File: src/rtl/div_tag_align.sv
// rtl/div_tag_align.sv - realigns divider quotients with their queued sideband tag and saturates them
// Tags are pushed when the divider accepts an operand and popped in order as quotients emerge.
module div_tag_align #(
    parameter int TAG_W = 24,
    parameter int OUT_W = 16,
    parameter int DEPTH = 64
) (
    input  logic                     clk,
    input  logic                     rst,
    input  logic                     op_valid,
    input  logic                     op_ready,
    input  logic [TAG_W-1:0]         op_tag,
    input  logic                     op_denom_zero,
    input  logic                     q_valid,
    input  logic [31:0]              q_data,
    output logic                     q_ready,
    output logic                     out_valid,
    input  logic                     out_ready,
    output logic [OUT_W-1:0]         out_data,
    output logic [TAG_W-1:0]         out_tag,
    output logic                     out_sat,
    output logic                     err_overflow,
    output logic                     err_underflow,
    output logic [$clog2(DEPTH):0]   fifo_level
);

    localparam int AW = $clog2(DEPTH);
    localparam int LW = AW + 1;

    logic [TAG_W:0]     r_mem [DEPTH];
    logic [AW-1:0]      r_wptr;
    logic [AW-1:0]      r_rptr;
    logic [LW-1:0]      r_level;
    logic               r_err_ovf;
    logic               r_err_unf;
    logic               r_out_valid;
    logic [OUT_W-1:0]   r_out_data;
    logic [TAG_W-1:0]   r_out_tag;
    logic               r_out_sat;

    logic               w_push;
    logic               w_pop;
    logic               w_full;
    logic               w_empty;
    logic               w_push_ok;
    logic               w_pop_ok;
    logic [TAG_W:0]     w_head;
    logic               w_sat;

    assign q_ready   = ~r_out_valid | out_ready;
    assign w_push    = op_valid & op_ready;
    assign w_pop     = q_valid & q_ready;
    assign w_full    = (r_level == LW'(DEPTH));
    assign w_empty   = (r_level == '0);
    assign w_push_ok = w_push & (~w_full | w_pop);
    assign w_pop_ok  = w_pop & ~w_empty;

    // Head is read through the registered read pointer, so an entry written last cycle is already visible.
    assign w_head = w_pop_ok ? r_mem[r_rptr] : '0;
    assign w_sat  = w_head[TAG_W] | (|q_data[31:OUT_W]);

    always_ff @(posedge clk) begin
        if (w_push_ok) begin
            r_mem[r_wptr] <= {op_denom_zero, op_tag};
        end
    end

    always_ff @(posedge clk or posedge rst) begin
        if (rst) begin
            r_wptr    <= '0;
            r_rptr    <= '0;
            r_level   <= '0;
            r_err_ovf <= 1'b0;
            r_err_unf <= 1'b0;
        end else begin
            if (w_push_ok) begin
                r_wptr <= r_wptr + 1'b1;
            end
            if (w_pop_ok) begin
                r_rptr <= r_rptr + 1'b1;
            end
            if (w_push_ok && !w_pop_ok) begin
                r_level <= r_level + 1'b1;
            end else if (!w_push_ok && w_pop_ok) begin
                r_level <= r_level - 1'b1;
            end
            if (w_push && !w_push_ok) begin
                r_err_ovf <= 1'b1;
            end
            if (w_pop && w_empty) begin
                r_err_unf <= 1'b1;
            end
        end
    end

    always_ff @(posedge clk or posedge rst) begin
        if (rst) begin
            r_out_valid <= 1'b0;
            r_out_data  <= '0;
            r_out_tag   <= '0;
            r_out_sat   <= 1'b0;
        end else if (w_pop) begin
            r_out_valid <= 1'b1;
            r_out_tag   <= w_head[TAG_W-1:0];
            r_out_sat   <= w_sat;
            r_out_data  <= w_sat ? '1 : q_data[OUT_W-1:0];
        end else if (out_ready) begin
            r_out_valid <= 1'b0;
        end
    end

    assign out_valid     = r_out_valid;
    assign out_data      = r_out_data;
    assign out_tag       = r_out_tag;
    assign out_sat       = r_out_sat;
    assign err_overflow  = r_err_ovf;
    assign err_underflow = r_err_unf;
    assign fifo_level    = r_level;

endmodule

File: config.mk
export PLATFORM = sky130hd
export DESIGN_NAME = div_tag_align
export DESIGN_NICKNAME = d
export VERILOG_FILES = /design/src/rtl/div_tag_align.sv
export SDC_FILE = /design/constraint.sdc
export NUM_CORES = 2
export LEC_CHECK = 0
export ABC_AREA = 0
export CAP_MARGIN = 20
export CORE_MARGIN = 5
export CORE_UTILIZATION = 42
export DETAILED_ROUTE_END_ITERATION = 7
export PLACE_DENSITY = 0.63
export SLEW_MARGIN = 10
export SYNTH_ARGS = -nofsm -noshare
export SYNTH_HDL_FRONTEND = slang
export SYNTH_SLANG_ARGS = --single-unit
File: constraint.sdc
create_clock -name clk -period 4.1 [get_ports clk]
set_input_delay 0.82 -clock clk [delete_from_list [all_inputs] [get_ports clk]]
set_output_delay 0.82 -clock clk [all_outputs]
set_load 0.03 [all_outputs]
==> flow_summary.ini <==
[sta]
slew_violations = 0
clock-skew-final_ps = 22.2
setup-violations-final = 0
tightestPinTransition_ps = 1040
setup_tns_ps = 0
relSlewSlack_pct = 30.1
rsz0062_at_grt = no
max_freq_mhz = 267
finalCriticalPeriod_ps = 3750
min_period_over_period_pct = 91.5
hold_violations = 0

[floorplanning]
core_area_um2 = 152000
die_area_um2 = 160000
rows = 143
die_h_um = 400
ios = 115
start_util_pct = 42.2
die_w_um = 400

[worst_setup_path]
crit_chain = buf_4, or3b_2, buf_12, o211ai_1, or3_1, a211oi_1, a211o_1, o21ai_0
crit_path_max_incr_delay_ps = 690
path_class = reg -> reg
path_buf_inv = 2
r2r_start = r_rptr[0]
critPathSlowestCell = dfrtp_4
worstSetupEndpointType = register
crit_required_ps = 4750
worst_path_dominant_cell_family = compound AO/OA/AOI/OAI gates
critPathLaunchType = register
worstPathArrival_ps = 4400
path_max_fanout = 33
crit_start = r_rptr[0]

[route]
routed-via-count = 31900
via_per_inst = 5.74
dr.pass1.iters = 6
drc = 0
detail-route-antenna-nets = 0
dr.first_iter.drc_count = 3203
wire_per_inst_um = 29.2
postRouteWirelength_mm = 162

[finish]
mostFrequentLayoutCells = edfxtp_1, mux4_2, mux2i_1, buf_4, clkbuf_16
area_growth_pct = 15.7
final_core_utilization_pct = 48.9
final_common_cell = edfxtp_1
fin_nets = 3461
drive_gt1_share_pct = 24.7

[synthesis]
synth-seq-cells = 1663
syn_area_per_cell_um2 = 21.0
synth.top_cell.area_share_pct = 75.0
ys_async_sr_fraction_pct = 3.79
synth_edf_count = 1600
syn-num-nets = 3121
yosys_warnings = 0
synth-main-ff-cell = edfxtp_1
ys_types = 54
synth_top_area_cell = edfxtp_1
synthCells = 3048
synthTopCellsByArea = edfxtp_1, mux4_2, mux2i_1
syn_area_um2 = 64000
ys_seq_area_share_pct = 77.5

[min_path]
min_path_type = in -> async

[run_status]
status = completed

[global_route]
grt_pass1_wl_mm = 232
grt_pass1_vias = 31700
grt_usage_pct = 19.9
antenna_found_initial = 7
grt.overflow.total = 0
grt_start_max_net_pins = 75

[cts]
numCtsBuffers = 162
ctsHtreeMaxLevel = 4
cts_setup_buffers = 0
cts_resized = 0
cts_num_sinks = 1663
cts_tree = done
cts.path.max_buffers = 3
clkTransAtPathRegs_ps = 60
cts_root_buffer = clkbuf_16
hold_buffers = 0
clock_latency_ps = 790

[placed_design]
gp_congestion = 0.863
dp_hpwl_mm = 99.8
io_buffers = 114

[power]
power.leakage_uw = 0.0238
ir_worst_vdd_mv = 0.451
power_density_nw_per_um2 = 645

[flow_run]
maxCapViolCount = 0
metrics by stage:
| stage | worst slack [ps] | hold WS [ps] | power, µW | area [µm²] | instances |
|---|---|---|---|---|---|
| 2_1_floorplan | 81.4 | 537 | 28500 | 64000 | 3048 |
| 3_3_place_gp | 235 | 447 | 33900 | 68900 | 5250 |
| 3_5_place_dp | 192 | 445 | 33900 | 68900 | 5250 |
| 4_1_cts | 464 | 326 | 48200 | 74000 | 5548 |
| 5_1_grt | 178 | 397 | 49500 | 74100 | 5552 |
| 6_report | 349 | 369 | 47800 | 74100 | 5557 |
report_power, final:
| part | switching [µW] | internal (µW) | leakage [µW] |
|---|---|---|---|
| Combinational | 7930 | 5700 | 0.00621 |
| Sequential | 742 | 19100 | 0.0151 |
| Clock | 6180 | 8120 | 0.00247 |
Yosys cell counts, types with 4 or more instances:
library cell  instances
o31ai_1               7
buf_6                16
o221ai_1             28
o21ai_0              37
nand2_1              41
nor4_1                9
nand3b_1              5
mux2i_1             253
buf_12                6
a2111oi_0            15
xor2_1                4
clkbuf_1             71
xnor2_1              10
a22oi_1              40
dfrtp_1              63
and2_1               14
mux2_2               13
nor3_1               25
a211oi_1             53
buf_4                17
buf_2                45
nand3_1              18
a22o_1               15
buf_1                15
inv_1                 9
nor2b_1               6
mux4_2              297
a21oi_1              28
nor2_1              118
edfxtp_1           1600
a221o_1              15
or3_1                 9
a21boi_0              8
ha_1                  9
a221oi_2              5
o22ai_1              88
logic make-up after synthesis:
group	Yosys count	synth area share, %
AOI/OAI and AO/OA	352	3.94
xor gates and xnor gates	14	0.191
adders and majority gates	10	0.207
buffers and inverters	184	1.66
DFF	1663	77.5
muxes	563	14.6
and+or+nand+nor	262	1.88
layer usage:
metal,part of all wire [%],track usage (%),up-vias
met1,42,27.9,17000
met5,0.021,0,-
li1,-,-,13500
met4,2.7,5.94,6
met2,48,31.6,1219
met3,7.4,4.24,233
final cells by class:
| class | count | area (µm²) |
|---|---|---|
| Clock buffer | 216 | 4400 |
| Sequential cell | 1663 | 49600 |
| Antenna cell | 5 | 12.5 |
| Fill cell | 12300 | 77600 |
| Multi-Input combinational cell | 1201 | 13600 |
| Tap cell | 2030 | 2540 |
| Clock inverter | 82 | 682 |
| Timing Repair Buffer | 349 | 3240 |
| Inverter | 11 | 43.8 |
state kept, by name, indices dropped and copies added, names as in the netlist:
| name | count |
|---|---|
| err_overflow | 1 |
| out_valid | 1 |
| err_underflow | 1 |
| r_rptr | 6 |
| fifo_level | 7 |
| r_wptr | 6 |
| r_mem | 1600 |
| out_tag | 24 |
| out_data | 16 |
| out_sat | 1 |
final timing paths:
check,endpoint,slack [ps],cells past startpoint
setup / recovery,out_data[0],350,8
hold / removal,r_rptr[3],370,2
setup reg to reg,out_data[0],350,8
hold reg to reg,err_underflow,450,1
max in group asynchronous,r_rptr[0],2980,3
min in group clk,r_mem[52][5],450,1
worst reg2reg max path, delay by kind of cell (launching register included):
family          cells  cell delay [ps]
simple gates        2              880
buf+inv             2              600
compound gates      4             1450
flops               1              690
No activity file was read; power rests on OpenSTA's default activity.
